`src/rtl/i2c_cmd_sequencer.sv`:
```
// i2c_cmd_sequencer: queues host register read/write commands and issues them one at a time to the I2C byte master.
// Define I2C_SEQ_RETRY_EN to reissue nacked or arbitration-lost commands up to MAX_RETRY times.
module i2c_cmd_sequencer #(
    parameter int DEPTH          = 4,
    parameter int TIMEOUT_CYCLES = 65535,
    parameter int MAX_RETRY      = 2
) (
    input  logic       clk,
    input  logic       rst,
    input  logic       cmd_valid,
    output logic       cmd_ready,
    input  logic       cmd_read,
    input  logic [6:0] cmd_addr7,
    input  logic [7:0] cmd_reg,
    input  logic [7:0] cmd_wdata,
    output logic       rsp_valid,
    input  logic       rsp_ready,
    output logic [7:0] rsp_data,
    output logic [1:0] rsp_err,
    output logic [1:0] rsp_retries,
    output logic       m_start,
    output logic       m_rw,
    output logic [6:0] m_addr7,
    output logic [7:0] m_reg_addr,
    output logic [7:0] m_data_in,
    output logic       m_do_read,
    input  logic       m_busy,
    input  logic       m_done,
    input  logic       m_ack_err,
    input  logic       m_arb_lost,
    input  logic [7:0] m_read_data
);
    localparam int AW = $clog2(DEPTH);
    localparam int TW = $clog2(TIMEOUT_CYCLES + 1);
    // Counter runs from 0 after ISSUE, so this hit lands the response exactly TIMEOUT_CYCLES after m_start.
    localparam logic [TW-1:0] WD_LAST = TW'(TIMEOUT_CYCLES - 2);

    typedef enum logic [2:0] {IDLE, ISSUE, WAIT_BUSY, WAIT_DONE, RESP, HOLD} state_t;

    state_t        state_q;
    logic [23:0]   mem_q [DEPTH];
    logic [AW:0]   wr_q, rd_q, wr_d, rd_d;
    logic [TW-1:0] wd_q;
    logic [7:0]    data_q;
    logic [1:0]    err_q;
    logic [23:0]   head;
    logic          push, pop, empty, wd_hit;

    assign m_rw   = 1'b0;
    assign push   = cmd_valid && cmd_ready;
    assign pop    = state_q == RESP;
    assign wr_d   = wr_q + (AW+1)'(push);
    assign rd_d   = rd_q + (AW+1)'(pop);
    assign empty  = wr_q == rd_q;
    assign head   = mem_q[rd_q[AW-1:0]];
    assign wd_hit = wd_q == WD_LAST;

`ifdef I2C_SEQ_RETRY_EN
    localparam int RW = (MAX_RETRY > 3) ? $clog2(MAX_RETRY + 1) : 2;
    localparam logic [RW-1:0] MAX_R = RW'(MAX_RETRY);
    logic [RW-1:0] retry_q;
`else
    assign rsp_retries = 2'b00;
`endif

    always_ff @(posedge clk) begin
        if (push) mem_q[wr_q[AW-1:0]] <= {cmd_read, cmd_addr7, cmd_reg, cmd_wdata};
    end

    always_ff @(posedge clk or negedge rst) begin
        if (!rst) begin
            wr_q      <= '0;
            rd_q      <= '0;
            cmd_ready <= 1'b1;
        end else begin
            wr_q      <= wr_d;
            rd_q      <= rd_d;
            cmd_ready <= (wr_d ^ rd_d) != {1'b1, {AW{1'b0}}};
        end
    end

    always_ff @(posedge clk or negedge rst) begin
        if (!rst) begin
            state_q     <= IDLE;
            m_start     <= 1'b0;
            m_addr7     <= '0;
            m_reg_addr  <= '0;
            m_data_in   <= '0;
            m_do_read   <= 1'b0;
            wd_q        <= '0;
            data_q      <= '0;
            err_q       <= '0;
            rsp_valid   <= 1'b0;
            rsp_data    <= '0;
            rsp_err     <= '0;
`ifdef I2C_SEQ_RETRY_EN
            retry_q     <= '0;
            rsp_retries <= '0;
`endif
        end else begin
            m_start <= 1'b0;
            case (state_q)
                IDLE: if (!empty && !rsp_valid && !m_busy) state_q <= ISSUE;
                ISSUE: begin
                    m_start <= 1'b1;
                    {m_do_read, m_addr7, m_reg_addr, m_data_in} <= head;
                    wd_q    <= '0;
                    state_q <= WAIT_BUSY;
                end
                WAIT_BUSY: begin
                    wd_q <= wd_q + 1'b1;
                    if (wd_hit) begin
                        err_q   <= 2'b11;
                        data_q  <= 8'h00;
                        state_q <= RESP;
                    end else if (m_busy) state_q <= WAIT_DONE;
                end
                WAIT_DONE: begin
                    wd_q <= wd_q + 1'b1;
                    if (m_done) begin
                        data_q <= m_do_read ? m_read_data : 8'h00;
                        err_q  <= m_arb_lost ? 2'b10 : {1'b0, m_ack_err};
`ifdef I2C_SEQ_RETRY_EN
                        if ((m_arb_lost || m_ack_err) && retry_q < MAX_R) begin
                            retry_q <= retry_q + 1'b1;
                            state_q <= IDLE;
                        end else
`endif
                        state_q <= RESP;
                    end else if (wd_hit) begin
                        err_q   <= 2'b11;
                        data_q  <= 8'h00;
                        state_q <= RESP;
                    end
                end
                RESP: begin
                    rsp_valid <= 1'b1;
                    rsp_data  <= data_q;
                    rsp_err   <= err_q;
`ifdef I2C_SEQ_RETRY_EN
                    rsp_retries <= (retry_q > RW'(3)) ? 2'd3 : retry_q[1:0];
                    retry_q     <= '0;
`endif
                    state_q <= HOLD;
                end
                HOLD: if (rsp_ready) begin
                    rsp_valid <= 1'b0;
                    state_q   <= IDLE;
                end
                default: state_q <= IDLE;
            endcase
        end
    end
endmodule
```
`config.mk`:
```
export PLATFORM = sky130hd
export DESIGN_NAME = i2c_cmd_sequencer
export DESIGN_NICKNAME = d
export VERILOG_FILES = /design/src/rtl/i2c_cmd_sequencer.sv
export SDC_FILE = /design/constraint.sdc
export NUM_CORES = 1
export LEC_CHECK = 0
export ABC_AREA = 0
export CAP_MARGIN = 10
export CORE_MARGIN = 2
export CORE_UTILIZATION = 60
export CTS_CLUSTER_DIAMETER = 120
export DETAILED_ROUTE_END_ITERATION = 12
export GPL_ROUTABILITY_DRIVEN = 0
export PLACE_DENSITY = 0.82
export SLEW_MARGIN = 20
export SYNTH_ARGS = -nofsm -noshare
export SYNTH_HDL_FRONTEND = slang
export SYNTH_SLANG_ARGS = --single-unit
```
`constraint.sdc`:
```
create_clock -name clk -period 7.3 [get_ports clk]
set_input_delay 0.73 -clock clk [delete_from_list [all_inputs] [get_ports clk]]
set_output_delay 0.73 -clock clk [all_outputs]
set_load 0.01 [all_outputs]
```
==> results.md <==
- # rows: 38
- Vias per cell: 5.88
- Clk_lat worst skew: 530 ps
- Die extent in x: approximately 110 µm
- H-tree Lvls: 4
- HP Class: in2async
- Max_slew headroom: 0.372
- Reg2reg end: cmd_ready$_DFF_PN1_
- Main synth FF type: edfxtp_1
- Data arrival, critical path: between 3000 and 4000 ps
- Gr ovfl total: 0
- Unrepaired setup endpoints after global routing: false
- Ant. Diodes: 0
- Worst Slack Setup Final: 4720 ps
- Yosys warns: 0
- Setup crit start kind: flip-flop
- Placed Area: 7530 µm²
- Core Area: between 10000 and 15000 µm²
- Worst r2r src: state_q[2]$_DFFE_PN0P_
- Detailed placement HPWL: 7530 µm
- Setup crit start: state_q[2]$_DFFE_PN0P_
- Average cell area after synthesis: ~17 µm²
- Worst-path maximum fanout: 12
- Clock Sinks: roughly 170
- Area growth from synthesis to final layout: 22.5%
- Unique cell type count in the Yosys netlist: 50
- Pwr/cell area: 416 nW/µm²
- Final Max Tran Viols: 0
- IO buf count: 76
- Largest net degree at the start of global routing: 73
- Fill count: roughly 640
- FFs w/ async S/R, synth: 0.429
- DP Cell Count: 593
- CP required: 7750 ps
- Final setup violation count: 0
- Worst setup path endpoint: cmd_ready$_DFF_PN1_
- Max_cap viols: 0
- Clk slew on worst S/H paths: 60 ps
- Initial antenna violation count: 0
- Cells after synthesis: 389
- Fin crit share: 0.354
- Reg2reg path depth: 7
- Vias: 3676
- Static Leak: 3.06 nW
- Final Critical Period: 2580 ps
- PnR Total Power: about 3.4 mW
- Final-stage net count: 518
- Reg2Reg Setup Slack: 4720 ps
- Gr usage total: 0.220
- Vias in the first global route: 3793
- Residual DRC: 0
- Final Instance Area: approximately 8000 µm²
- Die Area: 11900 µm²
- Layout cells sized above 1: 0.227
- Pre-antenna DRT Iters: 4
- Max Clk Rate: 0.387 GHz
- Initial core utilization: 0.613
- Status: complete, no violations
- Sequential area share after synthesis: 0.706
- Final Non-Filler Cells: 625
- WL per Instance: 19.5 µm
- Die span in y: between 100 and 150 µm
- CP Capture Type: flip-flop
- Pre-CTS setup slack: 4660 ps
- Bufs on Longest Clock Path: 2
- Yosys reg bits: 168
- CTS tree: done
- Setup TNS: 0 ps
- Final count of hold timing violations: 0
- Hold-fix buffers, CTS: 0
- Post-CTS setup buffers: 0
- Global-route wire length before repair: 19100 µm
- Peak supply drop: around 290 µV
- Initial DRC Count: 240
- Skew final: approximately 6.4 ps
- Synthesized cell area: 6640 µm²
- Root Buffer: clkbuf_8
- Io pins: 80
- Detailed Route WL: 12200 µm
- EDFF count, synth: 96
- Number of buffers created by CTS: 17
- Worst Tran Pin Value: between 900 and 1000 ps
- Detail Route Antenna Nets: 0
- Post_cts resized: 0
- Crit Path Class: reg2reg
-- registers in the layout, summed over array words and instances, names as in the netlist --
signal	flops
mem_q	96
wd_q	16
data_q	8
m_data_in	8
m_reg_addr	8
rsp_data	8
m_addr7	7
rd_q	3
state_q	3
wr_q	3
err_q	2
rsp_err	2
cmd_ready	1
m_do_read	1
m_start	1
rsp_valid	1
-- placed cells by master, fill, tap and decap left out, types with 7 or more instances in the layout --
cell type,netlist,routed
nand2_1,22,22
dfrtp_1,71,69
clkdlybuf4s50_1,0,75
inv_1,11,11
edfxtp_1,96,96
xor2_1,7,7
o21ai_0,12,12
mux2_2,34,34
a21oi_1,7,7
nand3_1,8,8
nor2_1,7,7
clkbuf_16,0,16
mux4_2,24,24
a22o_1,8,8
-- area by class of cell --
class / instances / area [µm²] / share of cell area
multi-input cells: 193 / 1840 / 0.226
flip-flops and latches: 168 / 4690 / 0.576
inverters: 12 / 45.0 / 0.00554
clock buffers: 20 / 435 / 0.0535
repair buffers: 80 / 788 / 0.0969
clock inverters: 12 / 165 / 0.0203
well taps: 140 / 175 / 0.0215
-- kinds of logic (layout without fill, tap and decap cells) --
group / Yosys count / after routing / synth area share
xor+xnor: 8 / 8 / 0.0106
simple gates: 68 / 68 / 0.0588
other cells: 1 / 3 / 0.000565
flops: 168 / 168 / 0.706
fa+ha+maj: 6 / 6 / 0.0113
mux: 60 / 60 / 0.142
compound gates: 48 / 48 / 0.0494
buf+inv: 30 / 124 / 0.0219
-- where the power goes --
part	total (mW)	switching, mW	internal, mW
registers	1.49	0.208	1.28
clock network	0.899	0.362	0.537
logic	0.996	0.439	0.557
-- worst max-delay path, stage by stage (launching register included) --
cell and delay (ps):
dfrtp_1 510, inv_1 130, nor3_2 710, ha_1 290, ha_1 160, xor2_1 220
xnor2_1 110, or3_1 370
-- worst min path at each step --
stage	start	endpoint	slack, ps
floorplan	rst	data_q[0]$_DFFE_PN0P_	430
global placement	data_q[3]$_DFFE_PN0P_	data_q[3]$_DFFE_PN0P_	480
detailed placement	data_q[1]$_DFFE_PN0P_	data_q[1]$_DFFE_PN0P_	490
CTS	rst	wd_q[1]$_DFFE_PN0P_	360
global route	rst	wd_q[8]$_DFFE_PN0P_	420
finish	rst	wd_q[8]$_DFFE_PN0P_	340
-- stage by stage --
step | utilization | hold WS [ps]
after floorplan | - | 434
after global placement | 0.695 | 482
after detailed placement | 0.695 | 486
after CTS | 0.750 | 361
after global routing | 0.750 | 417
final | 0.750 | 340
-- metal layers --
metal / track usage / part of all wire / vias up
li1: - / - / 1663
met1: 0.286 / 0.43 / 1900
met2: 0.362 / 0.50 / 97
met3: 0.0568 / 0.050 / 16
met4: 0.0796 / 0.013 / 0
met5: 0 / 0 / -
-- Yosys cell counts, drive strengths merged, types with 7 or more instances --
master,n,share of area
mux2,34,0.058
dfrtp,71,0.27
o21ai,13,0.0098
nor2,7,0.0040
buf,10,0.0090
nand3,9,0.0075
nand2,22,0.012
edfxtp,96,0.43
a22o,8,0.011
a21oi,7,0.0053
xor2,7,0.0092
clkbuf,8,0.0060
mux4,24,0.081
inv,12,0.0068
Note: power is estimated with default switching activity, not from simulation.
